<file path="config.mk">
export PLATFORM = sky130hd
export DESIGN_NAME = llc_req_dispatch
export DESIGN_NICKNAME = d
export VERILOG_FILES = /design/src/rtl/llc_req_dispatch.sv
export SDC_FILE = /design/constraint.sdc
export NUM_CORES = 1
export LEC_CHECK = 0
export CORE_ASPECT_RATIO = 0.8
export CORE_MARGIN = 2
export CORE_UTILIZATION = 41
export CTS_CLUSTER_SIZE = 40
export DETAILED_ROUTE_END_ITERATION = 8
export HOLD_SLACK_MARGIN = 0.08
export PLACE_DENSITY = 0.8
export SYNTH_ARGS = -nofsm -noshare
export SYNTH_HDL_FRONTEND = slang
export SYNTH_SLANG_ARGS = --single-unit
</file>
<file path="constraint.sdc">
create_clock -name clk -period 2.1 [get_ports clk]
set_input_delay 0.42 -clock clk [delete_from_list [all_inputs] [get_ports clk]]
set_output_delay 0.42 -clock clk [all_outputs]
set_load 0.02 [all_outputs]
</file>
<file path="src/rtl/llc_req_dispatch.sv">
// LLC request dispatcher: holds one request, waits until its set is not already
// in flight and the next set-table slot is free, then issues it downstream.
module llc_req_dispatch #(
  parameter int DATA_W       = 32,
  parameter int TABLE_SIZE   = 5,
  parameter int LLC_SET_BITS = 8
) (
  input  logic                    clk,
  input  logic                    rst,
  input  logic                    in_valid,
  output logic                    in_ready,
  input  logic [LLC_SET_BITS-1:0] in_set,
  input  logic [DATA_W-1:0]       in_data,
  output logic [LLC_SET_BITS-1:0] set_next,
  output logic                    check_set_table,
  output logic                    add_set_to_table,
  input  logic                    is_set_in_table,
  input  logic [2:0]              set_table_pointer,
  output logic                    out_valid,
  input  logic                    out_ready,
  output logic [LLC_SET_BITS-1:0] out_set,
  output logic [DATA_W-1:0]       out_data,
  output logic [2:0]              out_ptr,
  input  logic                    done_valid,
  input  logic [2:0]              done_ptr,
  output logic                    remove_set_from_table,
  output logic [2:0]              table_pointer_to_remove,
  output logic [7:0]              stall_cnt,
  output logic                    protocol_err
);

  // state  | meaning
  // IDLE   | ready for a new request
  // CHECK  | held request waits for set-table clearance and a free slot
  // ISSUE  | held request offered downstream until out_ready
  typedef enum logic [1:0] {
    ST_IDLE  = 2'd0,
    ST_CHECK = 2'd1,
    ST_ISSUE = 2'd2
  } state_t;

  localparam logic [2:0] LAST_SLOT = 3'(TABLE_SIZE - 1);

  state_t                  state_q, state_d;
  logic [LLC_SET_BITS-1:0] hold_set_q, hold_set_d;
  logic [DATA_W-1:0]       hold_data_q, hold_data_d;
  logic [TABLE_SIZE-1:0]   busy_q, busy_d;
  logic [7:0]              stall_cnt_q, stall_cnt_d;
  logic                    protocol_err_q, protocol_err_d;
  logic [2:0]              out_ptr_q, out_ptr_d;

  logic slot_free;
  logic grant;
  logic done_hit;

  // A slot index outside the table can never be granted or completed.
  always_comb begin
    slot_free = 1'b0;
    if (set_table_pointer <= LAST_SLOT) begin
      slot_free = !busy_q[set_table_pointer];
    end
    done_hit = 1'b0;
    if (done_valid && (done_ptr <= LAST_SLOT)) begin
      done_hit = busy_q[done_ptr];
    end
    grant = (state_q == ST_CHECK) && !is_set_in_table && slot_free;
  end

  always_ff @(posedge clk or negedge rst) begin
    if (!rst) begin
      state_q <= ST_IDLE;
    end else begin
      state_q <= state_d;
    end
  end

  always_comb begin
    state_d = state_q;
    case (state_q)
      ST_IDLE:  if (in_valid)  state_d = ST_CHECK;
      ST_CHECK: if (grant)     state_d = ST_ISSUE;
      ST_ISSUE: if (out_ready) state_d = ST_IDLE;
      default:                 state_d = ST_IDLE;
    endcase
  end

  // in_ready is gated by rst so it stays low while reset is asserted.
  always_comb begin
    in_ready                = rst && (state_q == ST_IDLE);
    check_set_table         = (state_q == ST_CHECK);
    add_set_to_table        = grant;
    out_valid               = (state_q == ST_ISSUE);
    set_next                = hold_set_q;
    out_set                 = hold_set_q;
    out_data                = hold_data_q;
    out_ptr                 = out_ptr_q;
    remove_set_from_table   = done_hit;
    table_pointer_to_remove = done_hit ? done_ptr : 3'd0;
    stall_cnt               = stall_cnt_q;
    protocol_err            = protocol_err_q;
  end

  always_comb begin
    hold_set_d     = hold_set_q;
    hold_data_d    = hold_data_q;
    busy_d         = busy_q;
    stall_cnt_d    = stall_cnt_q;
    protocol_err_d = protocol_err_q;
    out_ptr_d      = out_ptr_q;

    if ((state_q == ST_IDLE) && in_valid) begin
      hold_set_d  = in_set;
      hold_data_d = in_data;
    end

    // Grant needs a non-busy slot, so set and clear never hit the same bit.
    if (done_hit) begin
      busy_d[done_ptr] = 1'b0;
    end
    if (grant) begin
      busy_d[set_table_pointer] = 1'b1;
      out_ptr_d                 = set_table_pointer;
    end

    if ((state_q == ST_CHECK) && !grant && (stall_cnt_q != 8'hFF)) begin
      stall_cnt_d = stall_cnt_q + 8'd1;
    end

    if (done_valid && !done_hit) begin
      protocol_err_d = 1'b1;
    end
  end

  always_ff @(posedge clk or negedge rst) begin
    if (!rst) begin
      hold_set_q     <= '0;
      hold_data_q    <= '0;
      busy_q         <= '0;
      stall_cnt_q    <= 8'd0;
      protocol_err_q <= 1'b0;
      out_ptr_q      <= 3'd0;
    end else begin
      hold_set_q     <= hold_set_d;
      hold_data_q    <= hold_data_d;
      busy_q         <= busy_d;
      stall_cnt_q    <= stall_cnt_d;
      protocol_err_q <= protocol_err_d;
      out_ptr_q      <= out_ptr_d;
    end
  end

endmodule

</file>
==> results_dict.tcl <==
set metrics [dict create \
    status "finished, final reports clean" \
    holdBufCountCts 0 \
    async_flop_share_pct 100 \
    io_pins 120 \
    diodes 0 \
    crit_path_end_kind "output port" \
    rrSetupSlack_ps 370 \
    hold_viol_final 0 \
    worst_pin_slew_ps 748 \
    ant_nets 0 \
    grt_antenna_before_repair 0 \
    worstPathRequired_ps 1680 \
    stdcell_count 415 \
    seqCellArea_mm2 0.00148 \
    num_vias 2025 \
    fillers 448 \
    r2r-end "stall_cnt[6]$_DFFE_PN0P_" \
    seq_area_frac_synth_pct 57.2 \
    gr-total-overflow 0 \
    ys.flop_type "dfrtp_1" \
    setup_violations 0 \
    syn-instance-count 191 \
    rr_worst_depth 6 \
    wl_um 6210 \
    clock_latency_ps 320 \
    crit_end "table_pointer_to_remove[0]" \
    drv_cap 0 \
    drc 0 \
    dp.cells 398 \
    wire_per_inst_um 15.0 \
    critPathMaxStageDelay_ps 410 \
    cts_tree "done" \
    ys_ff_latch 59 \
    dr.first_iter.drc_count 72 \
    crit_path_start "busy_q[2]$_DFF_PN0_" \
    slew_headroom_pct 50.1 \
    dieArea_mm2 0.00695 \
    ir_drop_mv 0.859 \
    grt_usage_pct 19.1 \
    dp_hpwl_um 4680 \
    crit_type "reg2out" \
    p_leak_nw 1.81 \
    place.gp.congestion 0.826 \
    cts_sinks 59 \
    yosysWarningCount 0 \
    arrival_ps 1680 \
    clock_skew_ps 11.0 \
    grt_max_degree 60 \
    via_per_inst 4.88 \
    die_h_um 75.0 \
    die_w_um 92.7 \
    grt_pass1_vias 2167 \
    path_cells "buf_4 -> mux2i_4 -> o21ai_0 -> o21ai_1 -> nor2_1 -> and2_1 -> buf_2" \
    crit_path_top_delay_cell "dfrtp_1" \
    drive_above_1_share_pct 29.9 \
    final_util_pct 69.0 \
    synth_cell_types 37 \
    clock_path_buffers 2 \
    powerDensity_mw_per_mm2 1490 \
    portBuffers 119 \
    rows 25 \
    core_area_mm2 0.00601 \
    multi_input_comb_area_mm2 0.00100 \
    drv_slew 0 \
    numCtsBuffers 9 \
    ctsHtreeMaxLevel 3 \
    first_pass_iters 4 \
    syn-num-nets 244 \
    nNetsFinal 384 \
    rsz0062_at_grt "true" \
    initial_core_util_pct 43.0 \
    clk_pin_slew_worst_paths_ps 70 \
    worst-path-max-fanout 2 \
    synth_edf_count 0 \
    cp-start-kind "flip-flop" \
    syn_to_final_growth_pct 60.4 \
    post-route-min-period_ps 2100 \
    holdCritPathClass "in2async" \
    r2r-start "busy_q[1]$_DFF_PN0_" \
    syn_area_mm2 0.00258 \
    avgSynthCellArea_um2 13.5 \
    finalCritPeriodShare_pct 99.9 \
    grt_pass1_wl_um 10200 \
    root_buffer "clkbuf_8" \
    max_freq_mhz 477 \
]
## critical path: cells and delay by family, from the launching register on
family | cells | cell delay, ps
compound gates | 2 | 230
buf+inv | 2 | 320
flops | 1 | 410
mux | 1 | 150
simple gates | 2 | 240
## per-layer routing
layer  vias up  routed length, um  track usage (%)
met5         -                  0                0
met4         0                 99             7.35
met3        13                563             8.21
met2        84               2990             32.4
met1       987               2560             22.0
li1        941                  -                -
## worst min-delay path by stage
| stage | from | to | slack [ps] | cells past startpoint |
|---|---|---|---|---|
| after floorplan | rst | busy_q[0]$_DFF_PN0_ | 120 | 0 |
| after global placement | protocol_err$_DFFE_PN0P_ | protocol_err$_DFFE_PN0P_ | 440 | 1 |
| after detailed placement | protocol_err$_DFFE_PN0P_ | protocol_err$_DFFE_PN0P_ | 460 | 1 |
| after CTS | rst | stall_cnt[5]$_DFFE_PN0P_ | 280 | 2 |
| after global routing | rst | stall_cnt[5]$_DFFE_PN0P_ | 310 | 2 |
| final | rst | stall_cnt[5]$_DFFE_PN0P_ | 250 | 2 |
## sequential cells by signal (all words and copies together) (netlist names)
signal        cells
stall_cnt         8
busy_q            5
state_q           2
protocol_err      1
out_set           8
out_data         32
out_ptr           3
## repair_timing
item                                    CTS  global route
pin swaps                                 2             2
setup buffers                             2             1
gates resized for setup                  25            12
endpoints found under the setup margin    7             5
## area by class of cell
type	instances	area share [%]
inverters	6	0.604
flip-flops and latches	59	35.6
clock inverters	2	0.302
multi-input cells	110	24.2
repair buffers	145	33.0
clock buffers	12	3.75
well taps	81	2.45
## cells in the mapped netlist, types with 4 or more instances
library cell	instances	area, um2
nor3_1	7	35.0
xor2_1	5	43.8
mux2_1	4	45.0
nor2_1	4	15.0
nand3_1	4	20.0
buf_2	5	25.0
nand2b_1	4	25.0
buf_4	8	60.1
dfrtp_1	59	1480
inv_1	5	18.8
nand2_1	7	26.3
mux2_2	40	450
o21ai_0	4	20.0
## logic make-up after synthesis
logic type | Yosys count | share of synthesized area [%]
AOI/OAI and AO/OA | 16 | 5.23
muxes | 49 | 21.7
xor gates and xnor gates | 5 | 1.70
DFF | 59 | 57.2
adders and majority gates | 1 | 0.484
buffers and inverters | 22 | 5.28
and+or+nand+nor | 39 | 8.43
## cell usage in the layout, fill, tap and decap left out, types with 5 or more instances in the layout
master	instances
clkdlybuf4s50_1	106
dfrtp_1	59
mux2_2	40
buf_4	25
clkbuf_8	11
nand2_1	7
nor3_1	6
inv_1	5
xor2_1	5
## report_power, final
part           switching, mW  total, mW  internal, mW  leakage, nW
clock network          0.400      0.878         0.478       0.0843
registers              0.365       2.05          1.69        0.700
logic                   1.50       3.26          1.76         1.02
total                   2.27       6.19          3.92         1.81
## metrics by stage
stage	area, um2	worst slack, ps	power (mW)	setup TNS [ps]	hold WS [ps]
after global routing	4140	-88.9	6.55	-88.9	311
after floorplan	2580	108	3.77	0	124
after global placement	3950	-593	5.24	-3360	441
final	4140	1.74	6.19	0	253
after detailed placement	3950	-686	5.34	-4800	456
after CTS	4130	1.24	6.25	0	281
(Power assumes the default switching activity.)
